$ cat src/rtl/nand_pkg.sv
// Shared opcodes, FSM state type and command-selection helper for the NAND ID reader.
package nand_pkg;

   localparam logic [7:0] NAND_CMD_ENABLE    = 8'h09;
   localparam logic [7:0] NAND_CMD_DISABLE   = 8'h08;
   localparam logic [7:0] NAND_CMD_READ_ID   = 8'h03;
   localparam logic [7:0] NAND_CMD_READ_BYTE = 8'h0E;

   typedef enum logic [2:0] {
      ST_IDLE   = 3'd0,
      ST_PRE    = 3'd1,
      ST_ISSUE  = 3'd2,
      ST_GUARD  = 3'd3,
      ST_WAIT   = 3'd4,
      ST_FINISH = 3'd5
   } nand_id_state_e;

   // Step 0 enables, step 1 reads the ID, the last step disables, everything between reads a byte.
   function automatic logic [7:0] nand_id_step_cmd(input logic [3:0] step,
                                                   input logic [3:0] last_step);
      logic [7:0] cmd;
      if (step == 4'd0) begin
         cmd = NAND_CMD_ENABLE;
      end else if (step == 4'd1) begin
         cmd = NAND_CMD_READ_ID;
      end else if (step == last_step) begin
         cmd = NAND_CMD_DISABLE;
      end else begin
         cmd = NAND_CMD_READ_BYTE;
      end
      return cmd;
   endfunction

endpackage

$ cat src/rtl/nand_wait_timer.sv
// Load/expire watchdog counter used by nand_id_reader when NAND_ID_TIMEOUT_EN is defined.
module nand_wait_timer #(
   parameter int unsigned LIMIT = 4096
) (
   input  logic clk,
   input  logic nreset,
   input  logic load,
   input  logic run,
   output logic expired
);

   localparam int unsigned CW = $clog2(LIMIT + 1);

   logic [CW-1:0] cnt_q;
   logic [CW-1:0] cnt_d;

   // expired means LIMIT cycles have been spent since the last load
   assign expired = (cnt_q >= CW'(LIMIT - 1));

   // Next count: restart on load, saturate once expired.
   always_comb begin
      cnt_d = cnt_q;
      if (load) begin
         cnt_d = '0;
      end else if (run && !expired) begin
         cnt_d = cnt_q + CW'(1);
      end else begin
         cnt_d = cnt_q;
      end
   end

   // Count register.
   always_ff @(posedge clk or negedge nreset) begin
      if (!nreset) begin
         cnt_q <= '0;
      end else begin
         cnt_q <= cnt_d;
      end
   end

endmodule

$ cat src/rtl/nand_id_reader.sv
// Drives a nand_master through enable / read-ID / ID_BYTES byte reads / disable and collects the ID.
// Optional watchdog on every busy wait is enabled by defining NAND_ID_TIMEOUT_EN.
module nand_id_reader
   import nand_pkg::*;
#(
   parameter int unsigned ID_BYTES       = 5,
   parameter int unsigned TIMEOUT_CYCLES = 4096
) (
   input  logic                  clk,
   input  logic                  nreset,
   input  logic                  start,
   output logic                  done,
   output logic                  id_valid,
   output logic [8*ID_BYTES-1:0] id_bytes,
   output logic                  error,
   output logic [7:0]            nm_cmd,
   output logic                  nm_activate,
   output logic [7:0]            nm_data_in,
   input  logic                  nm_busy,
   input  logic [7:0]            nm_data_out
);

   localparam int unsigned IDW       = 8 * ID_BYTES;
   localparam logic [3:0]  LAST_STEP = 4'(ID_BYTES + 2);

   if ((ID_BYTES < 1) || (ID_BYTES > 8)) begin : g_bad_id_bytes
      $error("nand_id_reader: ID_BYTES must be 1..8");
   end
   if (TIMEOUT_CYCLES < 1) begin : g_bad_timeout
      $error("nand_id_reader: TIMEOUT_CYCLES must be at least 1");
   end

   nand_id_state_e state_q, state_d;
   logic [3:0]     step_q, step_d;
   logic           done_q, done_d;
   logic           id_valid_q, id_valid_d;
   logic [IDW-1:0] id_bytes_q, id_bytes_d;
   logic           nm_activate_q, nm_activate_d;
   logic [7:0]     nm_cmd_q, nm_cmd_d;
   logic [7:0]     nm_data_in_q, nm_data_in_d;
   logic           timeout_s;

`ifdef NAND_ID_TIMEOUT_EN
   logic timer_load_s;
   logic timer_run_s;
   logic timer_expired_s;
   logic error_q, error_d;

   // Restart the watchdog on every fresh entry into a busy wait.
   assign timer_run_s  = (state_q == ST_PRE) || (state_q == ST_WAIT);
   assign timer_load_s = ((state_d == ST_PRE) || (state_d == ST_WAIT)) && (state_d != state_q);
   assign timeout_s    = timer_run_s && nm_busy && timer_expired_s;

   nand_wait_timer #(
      .LIMIT (TIMEOUT_CYCLES)
   ) u_wait_timer (
      .clk     (clk),
      .nreset  (nreset),
      .load    (timer_load_s),
      .run     (timer_run_s),
      .expired (timer_expired_s)
   );

   // Sticky abort flag, cleared when a new sequence is accepted.
   always_comb begin
      error_d = error_q;
      if ((state_q == ST_IDLE) && start) begin
         error_d = 1'b0;
      end else if (timeout_s) begin
         error_d = 1'b1;
      end else begin
         error_d = error_q;
      end
   end

   // Error register.
   always_ff @(posedge clk or negedge nreset) begin
      if (!nreset) begin
         error_q <= 1'b0;
      end else begin
         error_q <= error_d;
      end
   end

   assign error = error_q;
`else
   assign timeout_s = 1'b0;
   assign error     = 1'b0;
`endif

   // Sequencer next-state and registered-output logic.
   always_comb begin
      state_d       = state_q;
      step_d        = step_q;
      done_d        = 1'b0;
      id_valid_d    = id_valid_q;
      id_bytes_d    = id_bytes_q;
      nm_activate_d = 1'b0;
      nm_cmd_d      = nm_cmd_q;
      nm_data_in_d  = nm_data_in_q;

      case (state_q)
         ST_IDLE: begin
            if (start) begin
               state_d    = ST_PRE;
               step_d     = 4'd0;
               id_valid_d = 1'b0;
               id_bytes_d = '0;
            end else begin
               state_d = ST_IDLE;
            end
         end
         ST_PRE: begin
            if (timeout_s) begin
               state_d = ST_FINISH;
            end else if (!nm_busy) begin
               state_d = ST_ISSUE;
            end else begin
               state_d = ST_PRE;
            end
         end
         ST_ISSUE: begin
            state_d = ST_GUARD;
         end
         // the master may not have raised busy yet, so this cycle never samples it
         ST_GUARD: begin
            state_d = ST_WAIT;
         end
         ST_WAIT: begin
            if (timeout_s) begin
               state_d = ST_FINISH;
            end else if (!nm_busy) begin
               for (int k = 0; k < ID_BYTES; k++) begin
                  if (step_q == 4'(k + 2)) begin
                     id_bytes_d[8*k +: 8] = nm_data_out;
                  end else begin
                     id_bytes_d[8*k +: 8] = id_bytes_q[8*k +: 8];
                  end
               end
               if (step_q == LAST_STEP) begin
                  state_d = ST_FINISH;
               end else begin
                  state_d = ST_PRE;
                  step_d  = step_q + 4'd1;
               end
            end else begin
               state_d = ST_WAIT;
            end
         end
         ST_FINISH: begin
            state_d = ST_IDLE;
         end
         default: begin
            state_d = ST_IDLE;
         end
      endcase

      // Command outputs are loaded on ISSUE entry so they are registered and hold afterwards.
      if ((state_d == ST_ISSUE) && (state_q != ST_ISSUE)) begin
         nm_activate_d = 1'b1;
         nm_cmd_d      = nand_id_step_cmd(step_q, LAST_STEP);
         if (step_q == 4'd1) begin
            nm_data_in_d = 8'h00;
         end else begin
            nm_data_in_d = nm_data_in_q;
         end
      end else begin
         nm_activate_d = 1'b0;
      end

      if ((state_d == ST_FINISH) && (state_q != ST_FINISH)) begin
         done_d     = 1'b1;
         id_valid_d = ~timeout_s;
      end else begin
         done_d = 1'b0;
      end
   end

   // State and output registers.
   always_ff @(posedge clk or negedge nreset) begin
      if (!nreset) begin
         state_q       <= ST_IDLE;
         step_q        <= 4'd0;
         done_q        <= 1'b0;
         id_valid_q    <= 1'b0;
         id_bytes_q    <= '0;
         nm_activate_q <= 1'b0;
         nm_cmd_q      <= 8'h00;
         nm_data_in_q  <= 8'h00;
      end else begin
         state_q       <= state_d;
         step_q        <= step_d;
         done_q        <= done_d;
         id_valid_q    <= id_valid_d;
         id_bytes_q    <= id_bytes_d;
         nm_activate_q <= nm_activate_d;
         nm_cmd_q      <= nm_cmd_d;
         nm_data_in_q  <= nm_data_in_d;
      end
   end

   assign done        = done_q;
   assign id_valid    = id_valid_q;
   assign id_bytes    = id_bytes_q;
   assign nm_activate = nm_activate_q;
   assign nm_cmd      = nm_cmd_q;
   assign nm_data_in  = nm_data_in_q;

endmodule

$ cat config.mk
export PLATFORM = sky130hd
export DESIGN_NAME = nand_id_reader
export DESIGN_NICKNAME = d
export VERILOG_FILES = /design/src/rtl/nand_pkg.sv /design/src/rtl/nand_wait_timer.sv /design/src/rtl/nand_id_reader.sv
export SDC_FILE = /design/constraint.sdc
export NUM_CORES = 1
export LEC_CHECK = 0
export CORE_MARGIN = 2
export CORE_UTILIZATION = 42
export DETAILED_ROUTE_END_ITERATION = 6
export HOLD_SLACK_MARGIN = 0.12
export PLACE_DENSITY = 0.86
export REMOVE_ABC_BUFFERS = 1
export SLEW_MARGIN = 20
export SYNTH_ARGS = -nofsm -noshare
export SYNTH_HDL_FRONTEND = slang
export SYNTH_SLANG_ARGS = --single-unit
$ cat constraint.sdc
create_clock -name clk -period 2 [get_ports clk]
set_clock_uncertainty 0.15 [all_clocks]
set_input_delay 0.5 -clock clk [delete_from_list [all_inputs] [get_ports clk]]
set_output_delay 0.5 -clock clk [all_outputs]
set_load 0.005 [all_outputs]
### After elaboration in Yosys (flattened, before gate mapping)

Cells that the tools add are included.

* bits in registers: 58
* bits of input ports: 12
* output and inout bits: 60
* word-level logic and storage cells: 74

* $add $sub $neg: 1
* eq/ne operators: 23
* muxes and demuxes: 25
* reduce and logical (&&, ||, !) cells: 14

Operators by type and width (count)
* $mux 40: 2
* $pmux 40 s2: 1
* $mux 8: 5
* $reduce_and 4->1: 6
* $mux 4: 5
* $eq 4x3->1 const B: 4
* $ne 2x2->1 const B: 8
* $pmux 3 s5: 1
* $eq 3x2->1 const B: 3
* $mux 3: 3
* $eq 4x2->1 const B: 2
* $pmux 4 s2: 1
* $eq 3x3->1 const B: 2
* $mux 1: 6
* $reduce_bool 2->1: 3
* $add 4x1->4 const B: 1
* $eq 4x1->1 const B: 1
* $logic_not 4->1: 1
* $eq 3x1->1 const B: 1
* $logic_not 3->1: 1
* $ne 3x2->1 const B: 1
* $ne 3x3->1 const B: 1
* $logic_and 1x1->1: 2
* $mux 2: 1
* $reduce_and 2->1: 1

### Logic depth before layout (Yosys ltp)

Gate-level depths: netlist (run 1).

* depth after elaboration: 8
* mapped depth: 5

### Worst setup path after synthesis (run 1)

No wires, ideal clock.

* path kind: register to register
* start point: register step_q[0]
* end point: register id_bytes_q[0] (netlist: id_bytes[0])
* library setup time: 0.125 ns
* data arrival time: 1.648 ns
* setup slack: 0.078 ns
* cell stages (with the launch flop): 6
* cell sequence: dfrtp_1 > inv_1 > ha_1 > or3b_1 > a21oi_4 > mux2_2

* word-level cells in the longest chain between the ends: 3

RTL lines
* start, declared: line nand_id_reader.sv:34 `logic [3:0] step_q, step_d;`
* start signal, assigned: line nand_id_reader.sv:192 `step_q <= step_d;`
* $eq 4x2->1: line nand_id_reader.sv:134 `if (step_q == 4'(k + 2)) begin`
* $ne 2x2->1 (no source line)
* $reduce_and 4->1 (no source line)
* end signal, assigned: line nand_id_reader.sv:195 `id_bytes_q <= id_bytes_d;`
* end, declared: line nand_id_reader.sv:37 `logic [IDW-1:0] id_bytes_q, id_bytes_d;`

Every way passes these cells.
A chain may end at the register's enable or synchronous reset.

### Final worst setup path (run 1)

* start point: register step_q[0]
* end point: register id_bytes_q[7] (netlist: id_bytes[7])

Same word-level chain as after synthesis.

==> flow_metrics.tcl, run 1 <==
set metrics [dict create \
    status "finished, final reports clean" \
    placed_cells 328 \
    grt_overflow 0 \
    diodes 0 \
    ios 72 \
    seq_area_frac_synth_pct 55.05 \
    antenna_found_initial 0 \
    fin_cells 341 \
    fin_crit_sh_pct 97.04 \
    synth_commonest_cells "dfrtp_1, mux2_2, buf_4, nand2_1, and2_1" \
    core_um2 5574 \
    synth.yosys.warnings 0 \
    drt_iter0_drc 80 \
    gp_congestion 0.8172 \
    synth_cell_types 34 \
    htree_levels 2 \
    io_buffers 58 \
    route.detailed.drc 0 \
    crit_fanout 5 \
    synth_ff_type "dfrtp_1" \
    end_kind "flip-flop" \
    syn_avg_cell_area_um2 13.13 \
    drv_cap 0 \
    synth_area_leaders "dfrtp_1, mux2_2, buf_4" \
    die_width_um 80.45 \
    cts_tree "yes" \
    wl_met1_mm 2.331 \
    vias_per_cell 4.979 \
    utilization_pct 60.49 \
    synth_edf_count 0 \
    antenna_left 0 \
    fp.dieH_um 80.45 \
    clock-sinks 54 \
    grt.total_usage_pct 18.61 \
    grt_pass1_wl_mm 9.032 \
    first_pass_iters 4 \
    wl_met3_um 319 \
    async_flop_share_pct 100.0 \
    grt_pass1_vias 1807 \
    start_util_pct 44.04 \
    hold_violations 0 \
    num_rows 27 \
    synth_cells 187 \
    wl_per_cell_um 15.93 \
    fin_nets 284 \
    clock.fmax_mhz 515.3 \
    crit_required_ps 2050 \
    worstSetupPathType "reg -> reg" \
    wirelength_mm 5.433 \
    synth_top_cell_by_area "dfrtp_1" \
    yosysMostFrequentCell "dfrtp_1" \
    p_per_area_nw_per_um2 1225 \
    highest_layer "met4" \
    drive_above_1_share_pct 26.77 \
    vias 1698 \
    leakagePower_uw 0.001596 \
    insertion_delay_ps 310 \
    wl_met2_mm 2.665 \
    crit_path_start_kind "flip-flop" \
    synth-seq-cells 54 \
    cts_made_buffers 5 \
    ir_drop_v 0.0007389 \
    area_growth_pct 37.36 \
    min_period_ps 1941 \
    worst_slack_ps 59.20 \
    cts_buffer_depth 2 \
    setup_viol 0 \
    die_area_um2 6472 \
    cp_data_arrival_time_ps 1990 \
    synth.top_cell.area_share_pct 55.05 \
    cts_root_buf "clkbuf_8" \
    dp_hpwl_mm 3.911 \
    total_power_uw 4130 \
    place_ws_ps -379.7 \
    grt_max_degree 40 \
    r2r_setup_slack_ps 60 \
    hold_class "reg -> reg" \
    cts.reportedPaths.clkPinSlew_ps 100 \
    syn_area_um2 2455 \
    maxSlewViolCount 0 \
]
==> metal layers <==
metal  up-vias  GRT usage (%)
met1       830          23.78
met4         0          8.814
met2        72          29.50
met5         -              0
met3        12          4.719
li1        784              -
==> worst max-delay path, cell delays in order, from the launching register on <==
cell	delay, ps
dfrtp_1	400
inv_2	60
ha_2	170
or3b_4	380
a21oi_4	180
buf_6	150
mux2_2	340
==> report_power, final <==
group | switching (uW) | internal [uW]
Sequential | 195 | 1370
Combinational | 734 | 1070
Clock | 376 | 380
Total | 1310 | 2820
==> stage by stage <==
| stage | instance area [um2] | setup TNS (ps) | hold WS, ps |
|---|---|---|---|
| 2_1_floorplan | 2382 | -30.27 | 54.41 |
| 3_3_place_gp | 3186 | -13910 | 287.8 |
| 3_5_place_dp | 3186 | -14370 | 299.5 |
| 4_1_cts | 3349 | -1.264 | 342.6 |
| 5_1_grt | 3372 | -14.25 | 367.7 |
| 6_report | 3372 | 0 | 336.9 |
==> cells in the final DEF, fill, tap and decap left out, drive strengths merged <==
cell            n
nor3b           1
dfrtp          54
ha              4
and2            9
clkbuf          5
nor4b           1
o21a            1
nand2          13
and4            1
nand3b          1
a211oi          3
conb           13
nor4            1
mux2           40
bufinv          1
a21o            2
nor2b           4
nand3           2
clkdlybuf4s50  56
mux2i           3
nand2b          3
buf            20
dlymetal6s2s    1
nor2            6
clkinv          1
inv             5
a21oi           8
o22ai           1
or3b            1
dlygate4sd3     1
o32ai           1
o21ai           6
==> final timing paths <==
kind | start | endpoint | cells past startpoint
max in group asynchronous | nreset | id_bytes[16] | 3
max reg2reg | step_q[0] | id_bytes[7] | 6
min reg2reg | id_valid | id_valid | 1
min | id_valid | id_valid | 1
max | step_q[0] | id_bytes[7] | 6
min in group asynchronous | nreset | step_q[2] | 2
==> timing repair <==
action | in CTS | in global routing
buffers inserted | 4 | 0
resized for setup | 2 | 8
endpoints found under the setup margin | 19 | 30
pin swaps | 1 | 1
hold buffers | 1 | 0
hold endpoints to repair | 15 | 0
==> flip-flops by register name, summed over array words and instances, names as in the netlist <==
signal and count:
id_valid 1, id_bytes 40, step_q 4, nm_activate 1, done 1, nm_cmd 4
state_q 3
==> kinds of logic (layout without fill, tap and decap cells) <==
family                   Yosys count  count (layout)  synth area share [%]
AO/OA/AOI/OAI                     22              22                 8.053
adder cells (fa/ha/maj)            4               4                 2.039
buffers and inverters             20              90                 5.402
flip-flops                        54              54                 55.05
multiplexers                      43              43                 19.57
other                              1              13                0.1528
AND/OR/NAND/NOR                   43              43                 9.736
==> cell type report <==
class | instances | area (um2)
Timing Repair Buffer | 78 | 778.2
Inverter | 4 | 15.01
Tap cell | 72 | 90.09
Clock inverter | 3 | 47.55
Multi-Input combinational cell | 125 | 1021
Clock buffer | 5 | 68.82
Sequential cell | 54 | 1351
Fill cell | 447 | 2202
Note: power is estimated with default switching activity, not from simulation.
==> inputs of run 2 (changes only) <==
--- a/config.mk
+++ b/config.mk
@@ -5,6 +5,7 @@
 export SDC_FILE = /design/constraint.sdc
 export NUM_CORES = 1
 export LEC_CHECK = 0
+export CORE_ASPECT_RATIO = 1.75
 export CORE_MARGIN = 2
 export CORE_UTILIZATION = 42
 export DETAILED_ROUTE_END_ITERATION = 6
==> run 2 against run 1 <==
Register-to-register slack is essentially flat. First-iteration DRC count shrank 46%. Non-clock buffer count shrank 8. Worst hold slack lost 1.8 ps. Largest cell class unchanged.
==> flow_metrics.tcl, run 2 (same netlist as run 1, synthesis figures left out) <==
set metrics [dict create \
    cts.reportedPaths.clkPinSlew_ps 100 \
    antenna_left 0 \
    min_period_ps 1943 \
    internal-power_uw 2705 \
    insertion_delay_ps 310 \
    grt_pass1_wl_mm 8.224 \
    cts_root_buf "clkbuf_8" \
    worstSetupPathType "reg -> reg" \
    hold_violations 0 \
    swShare_pct 32.26 \
    final_common_cell "clkdlybuf4s50_1" \
    wl_per_cell_um 15.38 \
    vias 1675 \
    utilization_pct 59.48 \
    first_pass_iters 4 \
    dp_hpwl_mm 3.816 \
    drive_above_1_share_pct 24.52 \
    pwr-share-clk_pct 16.9 \
    grt.total_usage_pct 17.09 \
    antenna_found_initial 0 \
    grt_use_met3_pct 3.465 \
    cts_made_buffers 5 \
    crit_required_ps 2060 \
    design_area_um2 3322 \
    drt_iter0_drc 43 \
    leakagePower_uw 0.001554 \
    crit_fanout 8 \
    route.detailed.drc 0 \
    combinationalPowerShare_pct 43.8 \
    cts_buffer_depth 2 \
    p_per_area_nw_per_um2 1202 \
    io_buffers 58 \
    grt.busiest_layer "met2" \
    largest_reg_flops 40 \
    maxSlewViolCount 0 \
    num_rows 36 \
    p_sw_uw 1288 \
    crit_path_start_kind "flip-flop" \
    placed_area_um2 3198 \
    fp.dieH_um 105.1 \
    die_area_um2 6496 \
    met1_usage_pct 19.50 \
    cts_tree "yes" \
    final_cell_mix "clkdlybuf4s50_1, dfrtp_1, mux2_2" \
    end_kind "flip-flop" \
    grt_max_degree 55 \
    ir_drop_v 0.0006308 \
    area_growth_pct 35.32 \
    fin_crit_sh_pct 97.16 \
    rsz0062_at_grt "no" \
    cts_setup_buffers 0 \
    status "finished, final reports clean" \
    core_um2 5585 \
    diodes 0 \
    grt_pass1_vias 1682 \
    gp_congestion 0.8236 \
    wirelength_mm 5.184 \
    start_util_pct 43.95 \
    grt_overflow 0 \
    setup_viol 0 \
    ios 72 \
    fin_nets 276 \
    use_met2_pct 29.62 \
    die_width_um 61.79 \
    drv_cap 0 \
    vias_per_cell 4.970 \
    clock.fmax_mhz 514.6 \
    hold_class "reg -> reg" \
    hold_ws_ps 335.1 \
    htree_levels 2 \
    cp_data_arrival_time_ps 2000 \
    pwr-share-seq_pct 39.3 \
    clock-sinks 54 \
]
## run 2: power groups by stage
stage	logic, uW	registers (uW)	clock network [uW]
after floorplan	738	1610	0
after global placement	1710	1580	0
after detailed placement	1760	1590	0
after CTS	1780	1570	698
after global routing	1900	1600	745
final	1750	1570	673
## run 2: stage by stage
stage | setup TNS (ps) | total power, uW | cells | setup WS [ps]
finish | 0 | 3993 | 337 | 56.75
global route | 0 | 4244 | 337 | 8.280
CTS | 0 | 4043 | 337 | 41.23
detailed placement | -15130 | 3349 | 328 | -402.1
global placement | -14350 | 3290 | 328 | -368.8
floorplan | -30.27 | 2345 | 183 | -30.27
## run 2: final timing paths
check	to	startpoint	cells after the start	slack (ps)
worst max-delay path	id_bytes[7]	step_q[0]	6	60
worst min-delay path	id_valid	id_valid	1	340
worst max register to register	id_bytes[7]	step_q[0]	6	60
worst min register to register	id_valid	id_valid	1	340
max in group asynchronous	id_bytes[30]	nreset	3	910
min in group asynchronous	step_q[3]	nreset	3	550
## run 2: critical path, stage by stage, from the launching register on
cell	delay (ps)
dfrtp_1	400
inv_1	80
ha_1	170
or3b_4	390
a21oi_4	180
buf_12	140
mux2_2	340
## run 2: repair_timing
item | 4_1_cts | 5_1_grt
setup endpoints to repair | 40 | 6
resized for setup | 2 | 3
endpoints found under the hold margin | 54 | 0
hold buffers | 1 | 0
pin swaps | 1 | 0
## run 2: layout make-up
type                    count  area [um2]
multi-input cells         125        1028
fillers                   481        2263
clock inverters             2       20.02
flip-flops and latches     54        1351
well taps                  76       95.09
repair buffers             70       729.5
clock buffers               6       82.58
inverters                   4       15.01
## run 2: routing by layer
metal	wire (um)	vias to the layer above
met5	0	-
met2	2958	58
li1	-	766
met4	111	0
met3	240	10
met1	1874	841
==> inputs of run 3 (changes only) <==
--- a/config.mk
+++ b/config.mk
@@ -8,6 +8,7 @@
 export CORE_ASPECT_RATIO = 1.75
 export CORE_MARGIN = 2
 export CORE_UTILIZATION = 42
+export CTS_CLUSTER_SIZE = 12
 export DETAILED_ROUTE_END_ITERATION = 6
 export HOLD_SLACK_MARGIN = 0.12
 export PLACE_DENSITY = 0.86
==> results of run 3 <==
Final layout, timing and power as in run 2 (identical DEF).
